`config.mk`:
```
export PLATFORM = sky130hd
export DESIGN_NAME = modbus_scan_master
export DESIGN_NICKNAME = d
export VERILOG_FILES = /design/src/rtl/modbus_scan_master.sv
export SDC_FILE = /design/constraint.sdc
export NUM_CORES = 1
export LEC_CHECK = 0
export CAP_MARGIN = 25
export CELL_PAD_IN_SITES_DETAIL_PLACEMENT = 1
export CELL_PAD_IN_SITES_GLOBAL_PLACEMENT = 1
export CORE_MARGIN = 3
export CORE_UTILIZATION = 34
export DETAILED_ROUTE_END_ITERATION = 16
export PLACE_DENSITY_LB_ADDON = 0.1
export SETUP_SLACK_MARGIN = 0.5
export SYNTH_ARGS = -nofsm -noshare
export SYNTH_HDL_FRONTEND = slang
export SYNTH_SLANG_ARGS = --single-unit
```
`constraint.sdc`:
```
create_clock -name clk -period 3.3 [get_ports clk]
set_clock_uncertainty 0.1 [all_clocks]
set_input_delay 0.66 -clock clk [delete_from_list [all_inputs] [get_ports clk]]
set_output_delay 0.66 -clock clk [all_outputs]
set_load 0.005 [all_outputs]
```
`src/rtl/modbus_scan_master.sv`:
```
// Modbus RTU request initiator: snapshots the scan CSRs, streams an 8-byte request
// with CRC-16/Modbus, then applies response timeout, retry and scan-period pacing.
module modbus_scan_master #(
  parameter int unsigned CYCLES_PER_MS = 50000,
  parameter int unsigned RESP_TO_MS    = 100
) (
  input  logic        clk,
  input  logic        rst,
  input  logic        scan_en,
  input  logic [3:0]  scan_retry_max,
  input  logic [15:0] scan_period_ms,
  input  logic [7:0]  scan_slave,
  input  logic [7:0]  scan_func,
  input  logic [15:0] scan_start_addr,
  input  logic [15:0] scan_qty,
  input  logic [15:0] scan_wdata,
  output logic [7:0]  tx_b,
  output logic        tx_b_v,
  input  logic        tx_b_rdy,
  input  logic        rsp_frame_end,
  input  logic        rsp_ok,
  output logic        req_pending,
  output logic        busy,
  output logic        stat_timeout,
  output logic [15:0] scan_cycles_done,
  output logic [15:0] scan_err_count
);

  typedef enum logic [2:0] {S_IDLE, S_LOAD, S_SEND, S_WAIT_RSP, S_WAIT_PERIOD} state_t;

  localparam int unsigned PW = (CYCLES_PER_MS > 1) ? $clog2(CYCLES_PER_MS) : 1;

  state_t      state;
  logic [PW-1:0] pre;
  logic [15:0] ms_cnt, ms_nxt;
  logic        tick, timeout, period_done, func_ok;
  logic [7:0]  frame [0:5];
  logic [2:0]  idx, idx_nxt;
  logic [7:0]  byte_nxt;
  logic [15:0] crc, crc_nxt;
  logic [3:0]  retry_cnt, retry_max;
  logic [15:0] period;

  function automatic logic [15:0] crc_step(input logic [15:0] c, input logic [7:0] b);
    logic [15:0] r;
    r = c ^ {8'h00, b};
    for (int unsigned i = 0; i < 8; i++)
      r = r[0] ? ((r >> 1) ^ 16'hA001) : (r >> 1);
    return r;
  endfunction

  always_comb begin
    tick        = (pre == PW'(CYCLES_PER_MS - 1));
    ms_nxt      = ms_cnt + 16'd1;
    timeout     = tick && (ms_nxt == 16'(RESP_TO_MS));
    period_done = (period == 16'd0) || (tick && (ms_nxt == period));
    func_ok     = (scan_func >= 8'h01) && (scan_func <= 8'h06);
    crc_nxt     = crc_step(crc, tx_b);
    idx_nxt     = idx + 3'd1;
    // CRC_lo must come from the CRC that includes the byte being accepted now
    case (idx_nxt)
      3'd1:    byte_nxt = frame[1];
      3'd2:    byte_nxt = frame[2];
      3'd3:    byte_nxt = frame[3];
      3'd4:    byte_nxt = frame[4];
      3'd5:    byte_nxt = frame[5];
      3'd6:    byte_nxt = crc_nxt[7:0];
      default: byte_nxt = crc[15:8];
    endcase
  end

  assign busy        = (state != S_IDLE);
  assign req_pending = (state == S_WAIT_RSP);

  always_ff @(posedge clk) begin
    if (rst) begin
      state            <= S_IDLE;
      pre              <= '0;
      ms_cnt           <= '0;
      idx              <= '0;
      crc              <= '1;
      retry_cnt        <= '0;
      retry_max        <= '0;
      period           <= '0;
      tx_b             <= '0;
      tx_b_v           <= 1'b0;
      stat_timeout     <= 1'b0;
      scan_cycles_done <= '0;
      scan_err_count   <= '0;
      for (int unsigned i = 0; i < 6; i++) frame[i] <= '0;
    end else begin
      stat_timeout <= 1'b0;
      if (state == S_WAIT_RSP || state == S_WAIT_PERIOD) begin
        pre <= tick ? '0 : pre + 1'b1;
        if (tick) ms_cnt <= ms_nxt;
      end
      case (state)
        S_IDLE: if (scan_en) state <= S_LOAD;
        S_LOAD: begin
          frame[0]  <= scan_slave;
          frame[1]  <= scan_func;
          frame[2]  <= scan_start_addr[15:8];
          frame[3]  <= scan_start_addr[7:0];
          frame[4]  <= (scan_func >= 8'h05) ? scan_wdata[15:8] : scan_qty[15:8];
          frame[5]  <= (scan_func >= 8'h05) ? scan_wdata[7:0]  : scan_qty[7:0];
          retry_max <= scan_retry_max;
          period    <= scan_period_ms;
          retry_cnt <= '0;
          crc       <= '1;
          idx       <= '0;
          if (func_ok) begin
            tx_b   <= scan_slave;
            tx_b_v <= 1'b1;
            state  <= S_SEND;
          end else begin
            scan_err_count <= scan_err_count + 16'd1;
            pre            <= '0;
            ms_cnt         <= '0;
            state          <= S_WAIT_PERIOD;
          end
        end
        S_SEND: if (tx_b_rdy) begin
          if (idx == 3'd7) begin
            tx_b_v <= 1'b0;
            pre    <= '0;
            ms_cnt <= '0;
            state  <= S_WAIT_RSP;
          end else begin
            if (idx <= 3'd5) crc <= crc_nxt;
            tx_b <= byte_nxt;
            idx  <= idx_nxt;
          end
        end
        S_WAIT_RSP: begin
          if (!scan_en) begin
            state <= S_IDLE;
          end else if (rsp_frame_end && rsp_ok) begin
            scan_cycles_done <= scan_cycles_done + 16'd1;
            retry_cnt        <= '0;
            pre              <= '0;
            ms_cnt           <= '0;
            state            <= S_WAIT_PERIOD;
          end else if (rsp_frame_end || timeout) begin
            stat_timeout <= !rsp_frame_end;
            if (retry_cnt < retry_max) begin
              retry_cnt <= retry_cnt + 4'd1;
              crc       <= '1;
              idx       <= '0;
              tx_b      <= frame[0];
              tx_b_v    <= 1'b1;
              state     <= S_SEND;
            end else begin
              scan_err_count <= scan_err_count + 16'd1;
              retry_cnt      <= '0;
              pre            <= '0;
              ms_cnt         <= '0;
              state          <= S_WAIT_PERIOD;
            end
          end
        end
        S_WAIT_PERIOD: begin
          if (!scan_en)         state <= S_IDLE;
          else if (period_done) state <= S_LOAD;
        end
        default: state <= S_IDLE;
      endcase
    end
  end

endmodule

```
**Word level (Yosys, flattened, before mapping)**

Memories as Yosys holds them, arrays and structs flattened.
Cells that the tools add are included.

- Register bits after elaboration: 120
- Bits of input ports: 90
- Bits in writable memories: 48
- Memories kept: 1

- Bitwise logic cells: 18
- Reductions and logical operators: 22
- Order comparisons: 5
- Equality and inequality tests: 29
- Add/subtract/negate cells: 6
- Mux-type cells: 95

Memory list:

| memory | words | bits a word | rd ports | clocked after memory_dff | wr ports | RTL line | source |
|---|---|---|---|---|---|---|---|
| frame | 6 | 8 | 6 | 0 | 6 | 37 | `logic [7:0] frame [0:5];` |

Operators by type and width:

| cell | count |
|---|---|
| $mux W16 | 38 |
| $pmux W16 S3 | 3 |
| $mux W8 | 15 |
| $add A16 B1 Y16 const B | 4 |
| $mux W3 | 16 |
| $pmux W8 S6 | 1 |
| $pmux W16 S2 | 1 |
| $not A2 Y3 | 8 |
| $pmux W8 S3 | 1 |
| $reduce_and A8 Y1 | 3 |
| $ne A2 B2 Y1 const B | 10 |
| $eq A16 B16 Y1 | 1 |
| $eq A16 B16 Y1 const B | 1 |
| $eq A16 B7 Y1 const B | 1 |
| $logic_not A16 Y1 | 1 |
| $mux W4 | 4 |
| $xor A16 B8 Y16 | 1 |
| $eq A3 B3 Y1 const B | 5 |
| $pmux W3 S5 | 1 |
| $eq A3 B2 Y1 const B | 4 |
| $mux W1 | 12 |
| $pmux W3 S3 | 1 |
| $ge A8 B1 Y1 const B | 1 |
| $ge A8 B3 Y1 const B | 1 |
| 25 further kinds | 41 |

**Depth between registers and ports, before layout**

Gate-level depths: netlist of the first run.

- Depth in word-level cells: 21
- Mapped depth: 11
- Mapped depth without buffers: 10

**Worst setup path before layout of the first run**

Ideal clock, no wire load.

- Path type: register -> register
- Start: register ms_cnt[0]
- End: register crc[14]
- Stages on the path, launching flop included: 10
- Data arrival time: 2662 ps
- Slack: 418 ps
- Path buffers: 0
- Data required time: 3080 ps
- Library setup time: 120 ps
- Cell sequence: dfxtp_1 > ha_1 > nand4_2 > or4_1 > o211ai_1 > o211a_4 > nand4_1 > a21oi_2 > mux2_1 > or2_1

- Word-level cells in the longest chain between the ends: 6

RTL lines:

| item | RTL line | source |
|---|---|---|
| start, declared | 35 | `logic [15:0] ms_cnt, ms_nxt;` |
| start signal, assigned | 95 | `if (tick) ms_cnt <= ms_nxt;` |
| $add A16 B1 Y16 | 54 | `ms_nxt = ms_cnt + 16'd1;` |
| $eq A16 B7 Y1 | 55 | `timeout = tick && (ms_nxt == 16'(RESP_TO_MS));` |
| $logic_and A1 B1 Y1 | 55 |  |
| $logic_or A1 B1 Y1 | 143 | `end else if (rsp_frame_end \|\| timeout) begin` |
| $ne A2 B1 Y1 (no source line) | n/a |  |
| $reduce_and A8 Y1 (no source line) | n/a |  |
| end signal, assigned | 129 | `if (idx <= 3'd5) crc <= crc_nxt;` |
| end, declared | 40 | `logic [15:0] crc, crc_nxt;` |

Every way passes these cells.
A chain may end at the register's enable or synchronous reset.

**Worst setup path after layout of the first run**

Ends and elaborated chain as after synthesis.

==> impl_results.md, run 1 <==
* Max Cap Violations at 0
* Fill count at 2913
* RSZ-0062 raised after global routing: false
* Core area at 0.0256 mm^2
* IO buf count at 133
* Syn Nets at 1101
* GPL Wtd Cong at 0.840
* Layout cell share with drive strength beyond 1 at 0.140
* Hold_buf cts at 0
* Worst path max stage delay at 0.47 ns
* Switching Fraction at 0.319
* Initial core utilization at 0.352
* Pwr Total at 5730 uW
* DR WL met3 at 1.01 mm
* DR vias at 7684
* Mux contribution to synthesized area at 0.0359
* Async S/R FF share, synth at 0
* CTS Sinks at 168
* Root buffer cell: clkbuf_16
* Via/cell ratio at 5.20
* Post-Synth XOR/XNOR Area at 0.0987
* Worst VDD drop at 0.331 mV
* Worst EP required at 3.53 ns
* Worst Path Max Fanout at 5
* CTS tree: built
* DR WL/cell at 18.2 um
* Final setup viols at 0
* H-Tree Level Count at 4
* # rows at 58
* Slowest CP cell: or4_1
* Final #Nets at 1239
* Finished layout cell area at 0.0119 mm^2
* Top layer in use: met5
* Total grt overflow at 0
* Combinational power share at 0.232
* CP delay by family, top: simple AND/OR/NAND/NOR gates
* Area contributors post-synth: dfxtp_1 27%, edfxtp_1 16%, xnor2_1 5.7%, nor2_1 5.5%, nand2_1 4.5%
* Largest family of logic cells by synthesized area: simple AND/OR/NAND/NOR gates
* Pin count of the biggest net entering global routing at 53
* Area after DPL at 0.0108 mm^2
* Adder-cell area share of the yosys netlist at 0.0208
* Syn_area_per_cell at 9.05 um^2
* #FFs+latches synth at 168
* Commonest non-fill, non-tap cells in the layout: 132 x clkdlybuf4s50_1, 131 x nor2_1, 106 x nand2_1
* Initial antenna violation count at 1
* Drt first-iter violations at 459
* Synth warn at 0
* Cell accounting for the most synthesized area: dfxtp_1
* Max Fclk at 0.361 GHz
* Ant diodes at 0
* Met2 routed WL at 12.6 mm
* Global-route wire length before repair at 43.1 mm
* Commonest non-fill, non-tap cell in the layout: clkdlybuf4s50_1
* Element type at the critical path end: flip-flop
* WP buf/inv at 1
* Multi-input gate area at 0.00514 mm^2
* Final Cycle Share at 0.840
* Residual DRC at 0
* Pins Over Slew Limit at 0
* Psw at 1830 uW
* Max Root-Sink Buffers at 2
* Hold crit path type: flip-flop to flip-flop
* CP arrival at 3.01 ns
* Critical path class: flip-flop to flip-flop
* Overall Global Routing Usage at 0.188
* Total wire length at 26.9 mm
* Compound-Gate Fraction of Synth Area at 0.132
* Die Span X at 169 um
* Met1 Wirelength at 12.9 mm
* Outcome: finished, final reports clean
* Main synth FF type: dfxtp_1
* Crit path cell chain: buf_4 -> and3_4 -> or4_1 -> o211ai_1 -> o211a_4 -> nand4_1 -> a21oi_4 -> mux2_1 -> or2_1
* Routed Antenna Nets at 0
* Count of cell types in the netlist at 78
* Clk Latency, worst-skew pair at 0.45 ns
* Post-route minimum period at 2.77 ns
* Total CTS buffers at 17
* Post-synth top area share at 0.266
* Sequential share of the synthesized area at 0.426
* Mapped cell area at 0.00901 mm^2
* Reg area at 0.00388 mm^2
* Clock power frac at 0.348
* Worst hold margin at 0.359 ns
* Synthesized instance count at 996
* Fin. Hold Viols at 0
* Leak pwr at 0.00423 uW
* Detail Placement HPWL at 18.9 mm
* Flop pwr share at 0.420
* First-pass DRT Iterations at 4
* Startpoint Class: flip-flop
* Post-synth EDFFs at 48
* Internal at 3900 uW
* Worst Tran Pin Value at 0.801 ns
* Slew HR at 0.461
* IO Pins at 134
* Final TNS setup at 0 ns
* Clock-pin slew on the worst setup and hold paths at 0.07 ns
* Simple-gate portion of the synthesized area at 0.248
* Full die area at 0.0285 mm^2
* Pwr dens at 484 mW/mm^2
* Die height at 169 um
* Vias in the first global route at 7893
* Layout overhead on the synthesized area at 31.5%
==> worst paths after layout <==
path,start,end,slack [ns],cells past startpoint
setup / recovery,ms_cnt[0]$_SDFF_PP0_,crc[14]$_SDFFE_PP1P_,0.53,9
hold / removal,retry_max[3]$_SDFFE_PP0P_,retry_max[3]$_SDFFE_PP0P_,0.36,2
setup reg to reg,ms_cnt[0]$_SDFF_PP0_,crc[14]$_SDFFE_PP1P_,0.53,9
hold reg to reg,retry_max[3]$_SDFFE_PP0P_,retry_max[3]$_SDFFE_PP0P_,0.36,2
==> layout make-up <==
class / instances / area share
Timing Repair Buffer: 180 / 0.148
Clock buffer: 17 / 0.0359
Inverter: 19 / 0.00634
Multi-Input combinational cell: 748 / 0.434
Tap cell: 330 / 0.0348
Sequential cell: 168 / 0.328
Clock inverter: 15 / 0.0132
==> sequential cells by signal (all words and copies together) (netlist names) <==
name	flops
scan_cycles_done	16
state	3
crc	16
tx_b_v	1
tx_b	8
stat_timeout	1
pre	16
ms_cnt	16
frame	48
scan_err_count	16
retry_cnt	4
idx	3
retry_max	4
period	16
==> stage by stage <==
stage               worst slack, ns  utilization  std cells
CTS                           0.420        0.448       1466
floorplan                     0.519            -        996
detailed placement            0.162        0.421       1433
finish                        0.528        0.463       1477
global route                  0.451        0.463       1477
global placement              0.221        0.421       1433
==> synthesized netlist by cell type (16+ instances only) <==
library cell / n
inv_1: 19
o21ai_0: 28
a21oi_1: 49
and3_1: 45
nor3_1: 17
xnor2_1: 59
nand2_1: 108
nand3_1: 30
mux2i_1: 29
clkbuf_1: 42
edfxtp_1: 48
xor2_1: 32
nor2_1: 132
dfxtp_1: 120
nor4_1: 21
nand4_1: 16
==> power groups by stage <==
stage	Sequential (uW)	Combinational, uW	Clock, uW
6_report	2410	1330	1990
5_1_grt	2430	1450	2130
4_1_cts	2410	1300	2050
3_5_place_dp	2460	1270	0
3_3_place_gp	2450	1250	0
2_1_floorplan	2410	803	0
==> worst register-to-register path, cell delays in order (launching register included) <==
cell and delay, ns:
dfxtp_2 0.34, buf_4 0.16, and3_4 0.21, or4_1 0.48, o211ai_1 0.15, o211a_4 0.27
nand4_1 0.19, a21oi_4 0.23, mux2_1 0.32, or2_1 0.21
==> routing by layer <==
layer,track usage,up-vias
li1,-,3826
met1,0.259,3707
met2,0.300,124
met3,0.0430,25
met4,0.0480,2
met5,0,-
==> timing repair <==
action / 4_1_cts / 5_1_grt
buffers inserted: 1 / 11
endpoints found under the setup margin: 76 / 56
resized for setup: 29 / 56
pin swaps: 4 / 10
==> cell families (layout without fill, tap and decap cells) <==
kind of cell | Yosys count | after routing
AO/OA/AOI/OAI | 169 | 169
buffers and inverters | 80 | 231
adder cells (fa/ha/maj) | 15 | 15
multiplexers | 32 | 32
AND/OR/NAND/NOR | 437 | 437
XOR/XNOR | 95 | 95
flip-flops | 168 | 168
No activity file was read; power rests on OpenSTA's default activity.
==> run 2, diff against run 1 <==
Clock period 3.3 ns to 2.4 ns, I/O delays scaled along.
==> impl_results.md, run 2 (same netlist as run 1, synthesis figures left out) <==
* Worst hold stages at 2
* Crit path cell chain: and3_4 -> buf_4 -> or4_4 -> o211ai_1 -> o211a_4 -> nand4_1 -> a21oi_4 -> mux2_4 -> or2_1
* Max Root-Sink Buffers at 2
* Commonest non-fill, non-tap cells in the layout: 190 x buf_4, 109 x nor2_1, 101 x nand2_1
* Worst Path Max Fanout at 5
* WP buf/inv at 1
* Failing checks: setup timing
* DR vias at 8590
* Internal at 5740 uW
* Clock power frac at 0.330
* Total grt overflow at 0
* CTS tree: built
* Element type at the critical path end: flip-flop
* Die Span X at 169 um
* RSZ-0062 raised after global routing: true
* Fin. Hold Viols at 0
* Final setup viols at 83
* Vias in the first global route at 9032
* Flop pwr share at 0.389
* Max Fclk at 0.367 GHz
* Hold_sp: retry_max[3]$_SDFFE_PP0P_
* Initial antenna violation count at 1
* Worst Tran Pin Value at 0.696 ns
* CP delay by family, top: simple AND/OR/NAND/NOR gates
* Ant diodes at 0
* DR WL/cell at 18.6 um
* Worst EP required at 2.63 ns
* Layout cell share with drive strength beyond 1 at 0.324
* Worst R2R End: crc[14]$_SDFFE_PP1P_
* Full die area at 0.0285 mm^2
* Pin count of the biggest net entering global routing at 75
* # rows at 58
* R2R depth at 9
* Detail Placement HPWL at 20.9 mm
* Critical R2R Launch: ms_cnt[1]$_SDFF_PP0_
* Hold crit path type: flip-flop to flip-flop
* Met3 usage at 0.0306
* Final Cycle Share at 1.14
* Clk Latency, worst-skew pair at 0.45 ns
* Reg2reg setup slack at -0.33 ns
* Psw at 2710 uW
* Clock-pin slew on the worst setup and hold paths at 0.07 ns
* Drt first-iter violations at 382
* Switching Fraction at 0.321
* Residual DRC at 0
* Worst path max stage delay at 0.47 ns
* Met2 usage at 0.359
* Layout overhead on the synthesized area at 53.8%
* Post-route minimum period at 2.73 ns
* Hold_buf cts at 0
* Die height at 169 um
* Pwr dens at 610 mW/mm^2
* IO buf count at 133
* First-pass DRT Iterations at 5
* Total CTS buffers at 17
* Outcome: complete, but fails checks
* Overall Global Routing Usage at 0.209
* GRT busiest layer: met2
* H-Tree Level Count at 4
* Grt met1 use at 0.277
* Startpoint Class: flip-flop
* Final TNS setup at -17.23 ns
* Worst VDD drop at 0.485 mV
* Combinational power share at 0.281
* Routed Antenna Nets at 0
* Critical path class: flip-flop to flip-flop
* Setup WS post-layout at -0.327 ns
* Total wire length at 30.7 mm
* Hold Path End: retry_max[3]$_SDFFE_PP0P_
* Pins Over Slew Limit at 0
* Reg with most FFs: frame
* Root buffer cell: clkbuf_16
* GPL Wtd Cong at 0.838
* Final #Nets at 1415
* CP arrival at 2.95 ns
* Initial core utilization at 0.352
* IO Pins at 134
* Commonest non-fill, non-tap cell in the layout: buf_4
* Global-route wire length before repair at 47.8 mm
* Slew HR at 0.535
* CTS Sinks at 168
* Largest register FFs at 48
* Slowest CP cell: or4_4
* Via/cell ratio at 5.20
* Pwr Total at 8450 uW
* Max Cap Violations at 0
* Core area at 0.0256 mm^2
* Leak pwr at 0.00559 uW
==> run 2: changes by cell type in the layout (fill, tap and decap cells not counted), moves of 7 or more <==
cell             before  now
dfxtp_2               8   30
buf_4                39  190
buf_6                 2   20
nor2_1              131  109
dfxtp_1             104   64
nor2_4                1   17
a21oi_1              49   42
dlygate4sd2_1         0   29
dfxtp_4               8   26
clkdlybuf4s50_1     132   91
dlymetal6s2s_1        0   10
==> run 2: timing repair <==
action | CTS | global route
gates cloned | 3 | 3
pin swaps | 39 | 41
resized for setup | 169 | 92
buffers inserted | 35 | 13
setup endpoints to repair | 142 | 116
==> run 2: final cells by class <==
type / instances / area (um^2)
inverters: 19 / 71.3
multi-input cells: 748 / 5530
clock inverters: 14 / 155
repair buffers: 356 / 3280
well taps: 330 / 413
clock buffers: 18 / 439
fillers: 2891 / 11800
flip-flops and latches: 168 / 3980
==> run 2: stage by stage <==
stage / worst slack [ns] / util / hold slack [ns] / area, um^2 / cells
finish: -0.327 / 0.541 / 0.368 / 13900 / 1653
global route: -0.408 / 0.541 / 0.398 / 13900 / 1653
CTS: -0.343 / 0.520 / 0.368 / 13300 / 1637
detailed placement: -0.520 / 0.471 / 0.351 / 12100 / 1567
global placement: -0.491 / 0.471 / 0.348 / 12100 / 1567
floorplan: -0.194 / - / 0.336 / 9280 / 996
==> run 2: tightest hold or removal path: stages (launching register included) <==
cell and delay [ns]:
dfxtp_1 0.32, nand2_1 0.05, a21oi_1 0.05
==> run 2: how the worst max path moves through the flow <==
| stage | to | start | cells after the start |
|---|---|---|---|
| 3_5_place_dp | crc[15]$_SDFFE_PP1P_ | scan_en | 9 |
| 5_1_grt | tx_b[7]$_SDFFE_PP0P_ | ms_cnt[0]$_SDFF_PP0_ | 12 |
| 6_report | crc[14]$_SDFFE_PP1P_ | ms_cnt[1]$_SDFF_PP0_ | 9 |
| 3_3_place_gp | crc[6]$_SDFFE_PP1P_ | scan_en | 9 |
| 4_1_cts | crc[14]$_SDFFE_PP1P_ | ms_cnt[9]$_SDFF_PP0_ | 8 |
| 2_1_floorplan | scan_err_count[14]$_SDFFE_PP0P_ | ms_cnt[9]$_SDFF_PP0_ | 10 |
==> run 2: metal layers <==
metal  vias up  routed length, um
met1      4229              13900
met4         2                435
li1       4187                  -
met5         -                  9
met3        29                942
met2       143              15500
==> run 2: power groups by stage <==
stage / Combinational, uW / Clock [uW] / Sequential (uW)
5_1_grt: 2570 / 2970 / 3310
4_1_cts: 2210 / 2860 / 3290
3_5_place_dp: 2070 / 0 / 3370
6_report: 2380 / 2790 / 3290
2_1_floorplan: 1140 / 0 / 3310
3_3_place_gp: 2030 / 0 / 3360
